## src/rtl/upsample_module.sv

```systemverilog
// 2x nearest-neighbour upsampler: receives one pooled row (or a whole 2x2 channel at flen=4),
// then emits it twice with every pixel doubled horizontally.
module upsample_module #(
    parameter int unsigned C_S00_AXIS_TDATA_WIDTH = 32
) (
    input  logic                              clk,
    input  logic                              rst,
    output logic                              S_AXIS_TREADY,
    input  logic [C_S00_AXIS_TDATA_WIDTH-1:0] S_AXIS_TDATA,
    input  logic [3:0]                        S_AXIS_TKEEP,
    input  logic                              S_AXIS_TUSER,
    input  logic                              S_AXIS_TLAST,
    input  logic                              S_AXIS_TVALID,
    input  logic                              M_AXIS_TREADY,
    output logic                              M_AXIS_TUSER,
    output logic [C_S00_AXIS_TDATA_WIDTH-1:0] M_AXIS_TDATA,
    output logic [3:0]                        M_AXIS_TKEEP,
    output logic                              M_AXIS_TLAST,
    output logic                              M_AXIS_TVALID,
    input  logic                              up_start,
    output logic                              up_done,
    input  logic [5:0]                        flen,
    input  logic [8:0]                        in_channel
);

    typedef enum logic [1:0] {StIdle, StRecv, StSend, StDone} state_e;

    state_e      state_q, state_d;
    logic [5:0]  flen_q, flen_d;
    logic [8:0]  nch_q, nch_d;
    logic [8:0]  ch_q, ch_d;
    logic [3:0]  row_q, row_d;
    logic [3:0]  ocnt_q, ocnt_d;
    logic [1:0]  rcnt_q, rcnt_d;
    logic [7:0]  row_buf_q [16];
    logic [7:0]  row_buf_d [16];
    logic        tready_q, tready_d;
    logic        tvalid_q, tvalid_d;
    logic        tlast_q, tlast_d;
    logic        done_q, done_d;
    logic [C_S00_AXIS_TDATA_WIDTH-1:0] tdata_q, tdata_d;

    logic        legal_cfg, is4;
    logic [3:0]  glast, nrlast, sel_idx;
    logic [1:0]  rlast;
    logic [2:0]  pmask, k;
    logic [7:0]  b_lo, b_hi;
    logic [C_S00_AXIS_TDATA_WIDTH-1:0] word_data;
    logic        word_last;
    logic        unused_inputs;

    assign unused_inputs = ^{S_AXIS_TKEEP, S_AXIS_TUSER, S_AXIS_TLAST};

    assign legal_cfg = (flen == 6'd4 || flen == 6'd8 || flen == 6'd16 || flen == 6'd32) &&
                       (in_channel != 9'd0);
    assign is4 = (flen_q == 6'd4);

    // Per-size terminal counts: words per group, rows per channel, words per row, pass mask.
    always_comb begin
        glast  = 4'd3;
        nrlast = 4'd0;
        rlast  = 2'd0;
        pmask  = 3'd0;
        case (flen_q)
            6'd8:    begin glast = 4'd3;  nrlast = 4'd3;  rlast = 2'd0; pmask = 3'd1; end
            6'd16:   begin glast = 4'd7;  nrlast = 4'd7;  rlast = 2'd1; pmask = 3'd3; end
            6'd32:   begin glast = 4'd15; nrlast = 4'd15; rlast = 2'd3; pmask = 3'd7; end
            default: ;
        endcase
    end

    // Index of the word being loaded into the output register this cycle.
    assign sel_idx   = tvalid_q ? (ocnt_q + 4'd1) : ocnt_q;
    assign k         = is4 ? {2'b00, sel_idx[1]} : (sel_idx[2:0] & pmask);
    assign b_lo      = row_buf_q[{k, 1'b0}];
    assign b_hi      = row_buf_q[{k, 1'b1}];
    assign word_data = {b_hi, b_hi, b_lo, b_lo};
    assign word_last = (sel_idx == glast) && (row_q == nrlast) && (ch_q == nch_q - 9'd1);

    always_comb begin
        state_d   = state_q;
        flen_d    = flen_q;
        nch_d     = nch_q;
        ch_d      = ch_q;
        row_d     = row_q;
        ocnt_d    = ocnt_q;
        rcnt_d    = rcnt_q;
        row_buf_d = row_buf_q;
        tready_d  = tready_q;
        tvalid_d  = tvalid_q;
        tlast_d   = tlast_q;
        tdata_d   = tdata_q;
        done_d    = done_q;
        unique case (state_q)
            StIdle: begin
                if (up_start) begin
                    flen_d = flen;
                    nch_d  = in_channel;
                    ch_d   = 9'd0;
                    row_d  = 4'd0;
                    ocnt_d = 4'd0;
                    rcnt_d = 2'd0;
                    if (legal_cfg) begin
                        state_d  = StRecv;
                        tready_d = 1'b1;
                    end else begin
                        state_d = StDone;
                        done_d  = 1'b1;
                    end
                end
            end
            StRecv: begin
                if (S_AXIS_TVALID && tready_q) begin
                    for (int j = 0; j < 4; j++) begin
                        row_buf_d[{rcnt_q, 2'b00} + 4'(j)] = S_AXIS_TDATA[8*j +: 8];
                    end
                    if (rcnt_q == rlast) begin
                        tready_d = 1'b0;
                        ocnt_d   = 4'd0;
                        state_d  = StSend;
                    end else begin
                        rcnt_d = rcnt_q + 2'd1;
                    end
                end
            end
            StSend: begin
                if (!tvalid_q) begin
                    tvalid_d = 1'b1;
                    tdata_d  = word_data;
                    tlast_d  = word_last;
                end else if (M_AXIS_TREADY) begin
                    if (ocnt_q == glast) begin
                        tvalid_d = 1'b0;
                        tlast_d  = 1'b0;
                        ocnt_d   = 4'd0;
                        rcnt_d   = 2'd0;
                        if (row_q != nrlast) begin
                            row_d    = row_q + 4'd1;
                            tready_d = 1'b1;
                            state_d  = StRecv;
                        end else if (ch_q != nch_q - 9'd1) begin
                            row_d    = 4'd0;
                            ch_d     = ch_q + 9'd1;
                            tready_d = 1'b1;
                            state_d  = StRecv;
                        end else begin
                            row_d   = 4'd0;
                            done_d  = 1'b1;
                            state_d = StDone;
                        end
                    end else begin
                        ocnt_d  = ocnt_q + 4'd1;
                        tdata_d = word_data;
                        tlast_d = word_last;
                    end
                end
            end
            StDone: begin
                if (!up_start) begin
                    done_d  = 1'b0;
                    state_d = StIdle;
                end
            end
            default: state_d = StIdle;
        endcase
    end

    always_ff @(posedge clk) begin
        if (rst) begin
            state_q  <= StIdle;
            flen_q   <= 6'd0;
            nch_q    <= 9'd0;
            ch_q     <= 9'd0;
            row_q    <= 4'd0;
            ocnt_q   <= 4'd0;
            rcnt_q   <= 2'd0;
            tready_q <= 1'b0;
            tvalid_q <= 1'b0;
            tlast_q  <= 1'b0;
            tdata_q  <= '0;
            done_q   <= 1'b0;
            for (int i = 0; i < 16; i++) row_buf_q[i] <= 8'd0;
        end else begin
            state_q  <= state_d;
            flen_q   <= flen_d;
            nch_q    <= nch_d;
            ch_q     <= ch_d;
            row_q    <= row_d;
            ocnt_q   <= ocnt_d;
            rcnt_q   <= rcnt_d;
            tready_q <= tready_d;
            tvalid_q <= tvalid_d;
            tlast_q  <= tlast_d;
            tdata_q  <= tdata_d;
            done_q   <= done_d;
            for (int i = 0; i < 16; i++) row_buf_q[i] <= row_buf_d[i];
        end
    end

    assign S_AXIS_TREADY = tready_q;
    assign M_AXIS_TVALID = tvalid_q;
    assign M_AXIS_TDATA  = tdata_q;
    assign M_AXIS_TLAST  = tlast_q;
    assign M_AXIS_TKEEP  = 4'hF;
    assign M_AXIS_TUSER  = 1'b0;
    assign up_done       = done_q;

endmodule

```

## config.mk

```make
export PLATFORM = sky130hd
export DESIGN_NAME = upsample_module
export DESIGN_NICKNAME = d
export VERILOG_FILES = /design/src/rtl/upsample_module.sv
export SDC_FILE = /design/constraint.sdc
export NUM_CORES = 1
export LEC_CHECK = 0
export ABC_AREA = 1
export CAP_MARGIN = 0
export CORE_MARGIN = 1.5
export CORE_UTILIZATION = 30
export DETAILED_ROUTE_END_ITERATION = 10
export GPL_TIMING_DRIVEN = 0
export SLEW_MARGIN = 20
export SYNTH_ARGS = -nofsm -noshare
export SYNTH_HDL_FRONTEND = slang
export SYNTH_SLANG_ARGS = --single-unit
```

## constraint.sdc

```tcl
create_clock -name clk -period 2.3 [get_ports clk]
set_input_delay 0.46 -clock clk [delete_from_list [all_inputs] [get_ports clk]]
set_output_delay 0.46 -clock clk [all_outputs]
set_load 0.02 [all_outputs]
```

# [Word-level counts from Yosys, hierarchy flattened]
# Cells that the tools add are included.
[totals] ff_bits=200 latchBits=0 ram_bits=0 mem_bits_ro=0 wordCells=203 mem_count=0
[op_classes] addsub=8 n_mul=0 n_div=0 n_lt_le_gt_ge=10 n_eq_ne=34 n_shift=0 mux=89 bitwise_logic=7 n_reduce_logical=27
[op_table] operator="$bwmux 128" count=4
[op_table] operator="$demux 8 s4" count=4
[op_table] operator="$mux 32" count=3
[op_table] operator="$bmux 8 s4" count=2
[op_table] operator="$mux 8" count=8
[op_table] operator="$mux 9" count=6
[op_table] operator="$mux 4" count=11
[op_table] operator="$mux 2" count=16
[op_table] operator="$ge 5x5->1 const B" count=6
[op_table] operator="$ne 2x2->1 const B" count=15
[op_table] operator="$not 4->5" count=6
[op_table] operator="$pmux 4 s3" count=2
[op_table] operator="$mux 1" count=23
[op_table] operator="$reduce_and 7->1" count=3
[op_table] operator="$lt 5x1->1 const B" count=4
[op_table] operator="$pmux 9 s2" count=1
[op_table] operator="$reduce_and 9->1" count=2
[op_table] operator="$pmux 4 s2" count=2
[op_table] operator="$add 4x1->4 const B" count=3
[op_table] operator="$eq 4x4->1" count=3
[op_table] operator="$eq 6x3->1 const B" count=2
[op_table] operator="$eq 6x4->1 const B" count=2
[op_table] operator="$eq 6x5->1 const B" count=2
[op_table] operator="$eq 6x6->1 const B" count=2
[op_table] operator="28 further kinds" count=43

# [Depth between registers and ports, before layout]
# Gate-level depths: netlist (run 1).
[logic_depth] ltp_word=11 mapped_depth=15 depth_no_buf=15

# [Least setup slack after synthesis (run 1)]
# Ideal clock, no wire load.
[synth_timing] path_kind="reg-to-reg" startpoint="register ocnt_q[0]" endpoint="register tdata_q[8], in the netlist M_AXIS_TDATA[8]" arrival_time_ns=1.738 required_ns=2.168 setup_slack_ns=0.429 path_stages_with_launch=12 n_path_buf=2 synth_period_minus_slack_ns=1.871 path_cell_list="dfxtp_1 ha_1 nand2_1 o21ai_0 nand3_1 buf_2 buf_1 nand3_1 nand3_1 nand3_1 nand3_1 a21oi_1"
[synth_via] elab_chain_cells=11
[synth_lines] item="start: declaration" line="33" rtl="logic [3:0] ocnt_q, ocnt_d;"
[synth_lines] item="start signal: assignment" line="189" rtl="ocnt_q <= ocnt_d;"
[synth_lines] item="$add 4x1->4" line="73" rtl="assign sel_idx = tvalid_q ? (ocnt_q + 4'd1) : ocnt_q;"
[synth_lines] item="$mux 4" line="73"
[synth_lines] item="$and 3x3->3" line="74" rtl="assign k = is4 ? {2'b00, sel_idx[1]} : (sel_idx[2:0] & pmask);"
[synth_lines] item="$mux 3" line="74"
[synth_lines] item="$not 4->5 (implied by the code)" line="75" rtl="assign b_lo = row_buf_q[{k, 1'b0}];"
[synth_lines] item="$bmux 8 s4" line="75"
[synth_lines] item="$mux 8 (implied by the code) (2 in series)" line="75"
[synth_lines] item="$mux 32" line="132" rtl="if (ocnt_q == glast) begin"
[synth_lines] item="$mux 32" line="131" rtl="end else if (M_AXIS_TREADY) begin"
[synth_lines] item="$mux 32" line="127" rtl="if (!tvalid_q) begin"
[synth_lines] item="end signal: assignment" line="194" rtl="tdata_q <= tdata_d;"
[synth_lines] item="end: declaration" line="41" rtl="logic [C_S00_AXIS_TDATA_WIDTH-1:0] tdata_q, tdata_d;"
# Several ways; a longest one is shown, not always the timed one. The select of a mux whose other input is x is not followed.
# A chain may end at the register's enable or synchronous reset.

# [Worst setup path in the final report (run 1)]
[layout_timing] startpoint="register ocnt_q[0]" endpoint="register tdata_q[14], in the netlist M_AXIS_TDATA[14]"
# Same word-level chain as after synthesis.

==> results.sh, run 1 <==
export IMPL_period_needed_ns=2.21
export IMPL_first_global_vias=8294
export IMPL_clock_power_share_pct=29.5
export IMPL_met3_usage_pct=2.92
export IMPL_clk_path_buf_depth=2
export IMPL_p_switching_uw=4070
export IMPL_path_class="flop to flop"
export IMPL_setup_worst_path_start="ocnt_q[0]$_SDFFE_PP0P_"
export IMPL_fp_dieH_um=179
export IMPL_relSlewSlack_pct=44.5
export IMPL_syn_area_per_cell_um2=6.89
export IMPL_die_w_um=179
export IMPL_power_leakage_uw=0.00443
export IMPL_vdd_drop_max_mv=0.511
export IMPL_drt_iter0_markers=689
export IMPL_worst_r2r_path_depth=11
export IMPL_io_buffers=87
export IMPL_clk_pin_slew_worst_paths_ns=0.07
export IMPL_top_usage_layer="met2"
export IMPL_worstPathCellList="ha_1, nand2_1, o21ai_2, inv_1, nor2_4, inv_1, clkbuf_2, nand3_1, nand3_1, nand3_1, a21oi_1"
export IMPL_h_tree_depth=4
export IMPL_top_level_ports=99
export IMPL_whs_ns=0.454
export IMPL_clock_sinks=184
export IMPL_ys_ff_latch=184
export IMPL_synth_cell_area_um2=9260
export IMPL_layout_setup_ws_ns=0.0925
export IMPL_grt_use_met1_pct=24.5
export IMPL_crit_path_frequent_cell="nand3_1"
export IMPL_ys_async_sr_fraction_pct=0
export IMPL_drc_errors=0
export IMPL_synth_top_area_share_pct=39.8
export IMPL_grtUsageTotal_pct=18.7
export IMPL_synthDistinctLibCells=36
export IMPL_endpoint="M_AXIS_TDATA[14]$_SDFFE_PP0P_"
export IMPL_grt_pass1_wl_mm=45.4
export IMPL_max_cap_violations=0
export IMPL_wl_per_cell_um=15.9
export IMPL_synth_area_leaders="dfxtp_1, nand3_1, o21ai_0, nand2_1, a21oi_1"
export IMPL_status="complete, no violations"
export IMPL_clk_latency_ns=0.44
export IMPL_ant_nets=0
export IMPL_critPathSlowestCell="dfxtp_1"
export IMPL_power_density_nw_per_um2=923
export IMPL_dr_pass1_iters=6
export IMPL_cp_max_fo=10
export IMPL_critPathLaunchType="flop"
export IMPL_clock_skew_ns=0.0153
export IMPL_post_dp_hpwl_mm=23.0
export IMPL_initial_core_util_pct=30.3
export IMPL_met2_usage_pct=30.2
export IMPL_die_area_um2=31900
export IMPL_cp_slowest_stage_delay_ns=0.36
export IMPL_yosys_warnings=0
export IMPL_rows=64
export IMPL_drt_vias_per_instance=4.91
export IMPL_synthTopCellsByCount="nand2_1, dfxtp_1, nand3_1"
export IMPL_reg2reg_slack_ns=0.09
export IMPL_synth_cells=1344
export IMPL_core_area_um2=30500
export IMPL_setup_viol=0
export IMPL_fin_nets=1525
export IMPL_place_gp_congestion=0.887
export IMPL_min_path_type="flop to flop"
export IMPL_r2r_start="ocnt_q[0]$_SDFFE_PP0P_"
export IMPL_cts_root_buf="clkbuf_16"
export IMPL_crit_required_ns=2.60
export IMPL_finalSetupTns_ns=0
export IMPL_synth_top_area_cell="dfxtp_1"
export IMPL_dp_slack_ns=-0.402
export IMPL_antenna_found_initial=0
export IMPL_grt_overflow=0
export IMPL_drt_total_wl_mm=29.7
export IMPL_endpoint_kind="flop"
export IMPL_combPwrFrac_pct=35.9
export IMPL_min_period_over_period_pct=96.0
export IMPL_p_seq_share_pct=34.6
export IMPL_drive_gt1_share_pct=9.07
export IMPL_synth_edf_count=0
export IMPL_synth_most_common_cell="nand2_1"
export IMPL_cts_buffers=17
export IMPL_synthFlopType="dfxtp_1"
export IMPL_timing_fmax_mhz=453
export IMPL_worst_pin_slew_ns=0.831
export IMPL_via_count=9146
export IMPL_ys_seq_area_share_pct=39.8
export IMPL_p_int_uw=6460
export IMPL_tritoncts="built"
export IMPL_critPathArrivalTime_ns=2.51
export IMPL_n_antenna_cell=0
export IMPL_hold_violations=0
export IMPL_area_growth_pct=23.2
export IMPL_report_final_slew_viol_count=0
export IMPL_r2r_end="M_AXIS_TDATA[14]$_SDFFE_PP0P_"
export IMPL_grt_max_degree=20
export IMPL_swShare_pct=38.7
==> per-layer routing <==
layer / wire length (µm) / share of wire, % / up-vias
met2: 13700 / 46 / 265
met4: 1040 / 3.5 / 0
met3: 1570 / 5.3 / 52
met1: 13400 / 45 / 4244
met5: 0 / 0 / -
li1: - / - / 4585
==> worst min-delay path by stage <==
stage                                startpoint                     endpoint  slack (ns)  cells after the start
detailed placement   row_buf_q[34]$_SDFFE_PP0P_   row_buf_q[34]$_SDFFE_PP0P_        0.45                      2
global placement     row_buf_q[10]$_SDFFE_PP0P_   row_buf_q[10]$_SDFFE_PP0P_        0.44                      2
floorplan             row_buf_q[0]$_SDFFE_PP0P_    row_buf_q[0]$_SDFFE_PP0P_        0.43                      2
global route        row_buf_q[110]$_SDFFE_PP0P_  row_buf_q[110]$_SDFFE_PP0P_        0.47                      2
finish              row_buf_q[106]$_SDFFE_PP0P_  row_buf_q[106]$_SDFFE_PP0P_        0.45                      2
CTS                  row_buf_q[85]$_SDFFE_PP0P_   row_buf_q[85]$_SDFFE_PP0P_        0.46                      2
==> kinds of logic (layout without fill, tap and decap cells) <==
| kind of cell | count (synthesis) | count (layout) | synth area share, % |
|---|---|---|---|
| AND/OR/NAND/NOR | 595 | 595 | 29.7 |
| other | 2 | 5 | 0.0811 |
| adder cells (fa/ha/maj) | 14 | 14 | 1.89 |
| buffers and inverters | 244 | 363 | 11.2 |
| AO/OA/AOI/OAI | 289 | 289 | 15.8 |
| flip-flops | 184 | 184 | 39.8 |
| XOR/XNOR | 16 | 16 | 1.51 |
==> sequential cells by signal, summed over array words and instances, names as in the netlist <==
signal         flops
M_AXIS_TDATA      16
M_AXIS_TVALID      1
rcnt_q             2
ch_q               9
up_done            1
row_q              4
flen_q             6
M_AXIS_TLAST       1
nch_q              9
ocnt_q             4
S_AXIS_TREADY      1
state_q            2
row_buf_q        128
==> cell type report <==
class / count / area, µm²
flip-flops and latches: 184 / 3680
plain buffers: 97 / 526
multi-input cells: 919 / 4630
clock buffers: 17 / 425
well taps: 396 / 495
inverters: 143 / 541
clock inverters: 15 / 204
repair buffers: 91 / 901
fillers: 3195 / 19100
==> power groups by stage <==
stage	registers, µW	logic (µW)	clock network, µW
3_3_place_gp	3700	3540	0
4_1_cts	3640	3620	3150
5_1_grt	3670	4230	3260
6_report	3640	3780	3110
2_1_floorplan	3710	2500	0
3_5_place_dp	3710	3570	0
==> cell usage in the layout (no fill, tap or decap), types with 3 or more instances in the layout <==
cell and n:
nand2_1 193, dfxtp_1 183, nand3_1 163, o21ai_0 153
nor2_1 149, inv_1 137, a21oi_1 129, clkdlybuf4s50_1 87
nand3b_1 47, clkbuf_1 37, buf_4 30, buf_2 19
clkbuf_16 17, ha_1 12, xor2_1 10, clkbuf_2 8
nor2_4 6, xnor2_1 6, nand4_1 6, nor3_1 5
or2_2 5, conb_1 5, inv_2 4, nand3_2 4
clkbuf_4 4, inv_6 4, nand2_4 3, nand3_4 3
nand2_2 3, nor3b_1 3, clkinv_4 3, clkinv_8 3
inv_8 3
==> critical path, delay by kind of cell, from the launching register on <==
kind / cells / cell delay (ns)
adders and majority gates: 1 / 0.31
buffers and inverters: 3 / 0.48
DFF: 1 / 0.36
and+or+nand+nor: 5 / 0.73
AOI/OAI and AO/OA: 2 / 0.21
==> metrics by stage <==
stage	utilization (%)	power (µW)	cell area (µm²)	cells
floorplan	-	6210	9270	1347
global placement	34.9	7240	10600	1830
detailed placement	34.9	7280	10600	1830
CTS	37.0	10400	11300	1860
global route	37.4	11200	11400	1862
finish	37.4	10500	11400	1862
==> what timing repair did <==
item / in CTS / in global routing
buffers inserted: 0 / 4
pin swaps: 0 / 2
resized for setup: 15 / 35
hold buffers: 0 / 0
hold endpoints to repair: 0 / 0
endpoints found under the setup margin: 28 / 87
(Power assumes the default switching activity.)
==> run 2: changes to the inputs <==
==> constraint.sdc (replaced) <==
create_clock -name clk -period 2.19 [get_ports clk]
set_input_delay 0.438 -clock clk [delete_from_list [all_inputs] [get_ports clk]]
set_output_delay 0.438 -clock clk [all_outputs]
set_load 0.02 [all_outputs]
==> run 2 against run 1 <==
Net effect:
- first-iteration DRC count down 2.9%
- register-to-register slack about the same
- sequential share of layout area down 0.43 points
- highest routed layer unchanged
- critical endpoint is now M_AXIS_TDATA[15]$_SDFFE_PP0P_
- clock power up 5%
- critical path type unchanged
- wire length up 0.37%
==> results.sh, run 2 (synthesized netlist as in run 1, its figures left out) <==
export IMPL_cp_max_fo=10
export IMPL_min_period_over_period_pct=96.4
export IMPL_clk_latency_ns=0.44
export IMPL_power_leakage_uw=0.00448
export IMPL_clock_skew_ns=0.0120
export IMPL_area_growth_pct=25.1
export IMPL_top_level_ports=99
export IMPL_antenna_found_initial=0
export IMPL_hold_violations=0
export IMPL_drive_gt1_share_pct=10.7
export IMPL_first_global_vias=8328
export IMPL_worst_pin_slew_ns=0.793
export IMPL_final_cell_mix="nand2_1, dfxtp_1, nand3_1"
export IMPL_grt_pass1_wl_mm=45.4
export IMPL_grt_use_met1_pct=24.6
export IMPL_path_class="flop to flop"
export IMPL_period_needed_ns=2.11
export IMPL_dp_slack_ns=-0.490
export IMPL_clock_sinks=184
export IMPL_io_buffers=87
export IMPL_grt_overflow=0
export IMPL_drc_errors=0
export IMPL_dr_pass1_iters=6
export IMPL_place_area_um2=10600
export IMPL_max_cap_violations=0
export IMPL_final_common_cell="nand2_1"
export IMPL_timing_fmax_mhz=474
export IMPL_ant_nets=0
export IMPL_cts_buffers=17
export IMPL_n_antenna_cell=0
export IMPL_fp_dieH_um=179
export IMPL_power_density_nw_per_um2=971
export IMPL_tritoncts="built"
export IMPL_vdd_drop_max_mv=0.543
export IMPL_relSlewSlack_pct=47.1
export IMPL_finish_cell_count_without_fillers=1864
export IMPL_largest_register="row_buf_q"
export IMPL_layout_setup_ws_ns=0.0799
export IMPL_report_final_slew_viol_count=0
export IMPL_core_area_um2=30500
export IMPL_setup_viol=0
export IMPL_crit_path_frequent_cell="nand3_1"
export IMPL_status="complete, no violations"
export IMPL_met3_usage_pct=3.01
export IMPL_largest_reg_flops=128
export IMPL_rsz0062_at_grt="true"
export IMPL_initial_core_util_pct=30.3
export IMPL_clk_pin_slew_worst_paths_ns=0.07
export IMPL_cts_root_buf="clkbuf_16"
export IMPL_critPathSlowestCell="dfxtp_2"
export IMPL_via_count=9170
export IMPL_fillers=3185
export IMPL_cp_slowest_stage_delay_ns=0.34
export IMPL_h_tree_depth=4
export IMPL_grtUsageTotal_pct=18.8
export IMPL_grt_max_degree=20
export IMPL_utilization_pct=37.9
export IMPL_clk_path_buf_depth=2
export IMPL_drt_vias_per_instance=4.92
export IMPL_critPathArrivalTime_ns=2.41
export IMPL_post_dp_hpwl_mm=23.0
export IMPL_place_gp_congestion=0.887
export IMPL_min_path_type="flop to flop"
export IMPL_endpoint_kind="flop"
export IMPL_die_area_um2=31900
export IMPL_whs_ns=0.456
export IMPL_worstPathCellList="ha_1, nand2_1, o21ai_2, inv_1, nor2_4, inv_1, buf_2, nand3_1, nand3_1, nand3_1, a21oi_1"
export IMPL_drt_iter0_markers=669
export IMPL_critPathLaunchType="flop"
export IMPL_drt_total_wl_mm=29.8
export IMPL_fin_nets=1527
export IMPL_wl_per_cell_um=16.0
export IMPL_top_usage_layer="met2"
export IMPL_die_w_um=179
export IMPL_hold_buffers=0
export IMPL_crit_required_ns=2.49
export IMPL_final_area_um2=11600
export IMPL_rows=64
export IMPL_met2_usage_pct=29.9
export IMPL_dp_cells=1830
## run 2: worst paths after layout
check	slack [ns]	cells after the start	endpoint	startpoint
max reg2reg	0.08	11	M_AXIS_TDATA[15]$_SDFFE_PP0P_	ocnt_q[0]$_SDFFE_PP0P_
max	0.08	11	M_AXIS_TDATA[15]$_SDFFE_PP0P_	ocnt_q[0]$_SDFFE_PP0P_
min reg2reg	0.46	2	row_buf_q[106]$_SDFFE_PP0P_	row_buf_q[106]$_SDFFE_PP0P_
min	0.46	2	row_buf_q[106]$_SDFFE_PP0P_	row_buf_q[106]$_SDFFE_PP0P_
## run 2: final cells by class
cell class,count,area [µm²],area share (%)
Inverter,143,544,4.70
Multi-Input combinational cell,919,4710,40.7
Clock inverter,15,204,1.76
Tap cell,396,495,4.28
Clock buffer,17,425,3.68
Timing Repair Buffer,93,933,8.06
Buffer,97,576,4.97
Sequential cell,184,3690,31.9
## run 2: timing repair
action | 4_1_cts | 5_1_grt
pin swaps | 1 | 18
resized for setup | 31 | 65
setup endpoints to repair | 110 | 148
gates cloned | 0 | 1
setup buffers | 1 | 4
## run 2: stage by stage
stage / total power [µW] / TNS, ns
floorplan: 6520 / 0
global placement: 7600 / -26.64
detailed placement: 7650 / -28.74
CTS: 11000 / 0
global route: 11900 / -0.152
finish: 11200 / 0
## run 2: critical path: cells and delay by family (launching register included)
family / cells / cell delay (ns)
flops: 1 / 0.34
fa+ha+maj: 1 / 0.29
buf+inv: 3 / 0.47
compound gates: 2 / 0.19
simple gates: 5 / 0.68
## run 2: layer usage
| layer | vias up | share of wire (%) |
|---|---|---|
| li1 | 4585 | - |
| met1 | 4229 | 45 |
| met2 | 289 | 45 |
| met3 | 67 | 5.4 |
| met4 | 0 | 4.1 |
| met5 | - | 0 |
## run 2: report_power, final
part           total [µW]  internal (µW)  leakage (µW)  switching (µW)
sequential           3830           3600       0.00149             232
combinational        4140           1520       0.00268            2620
clock                3270           1760      0.000307            1510
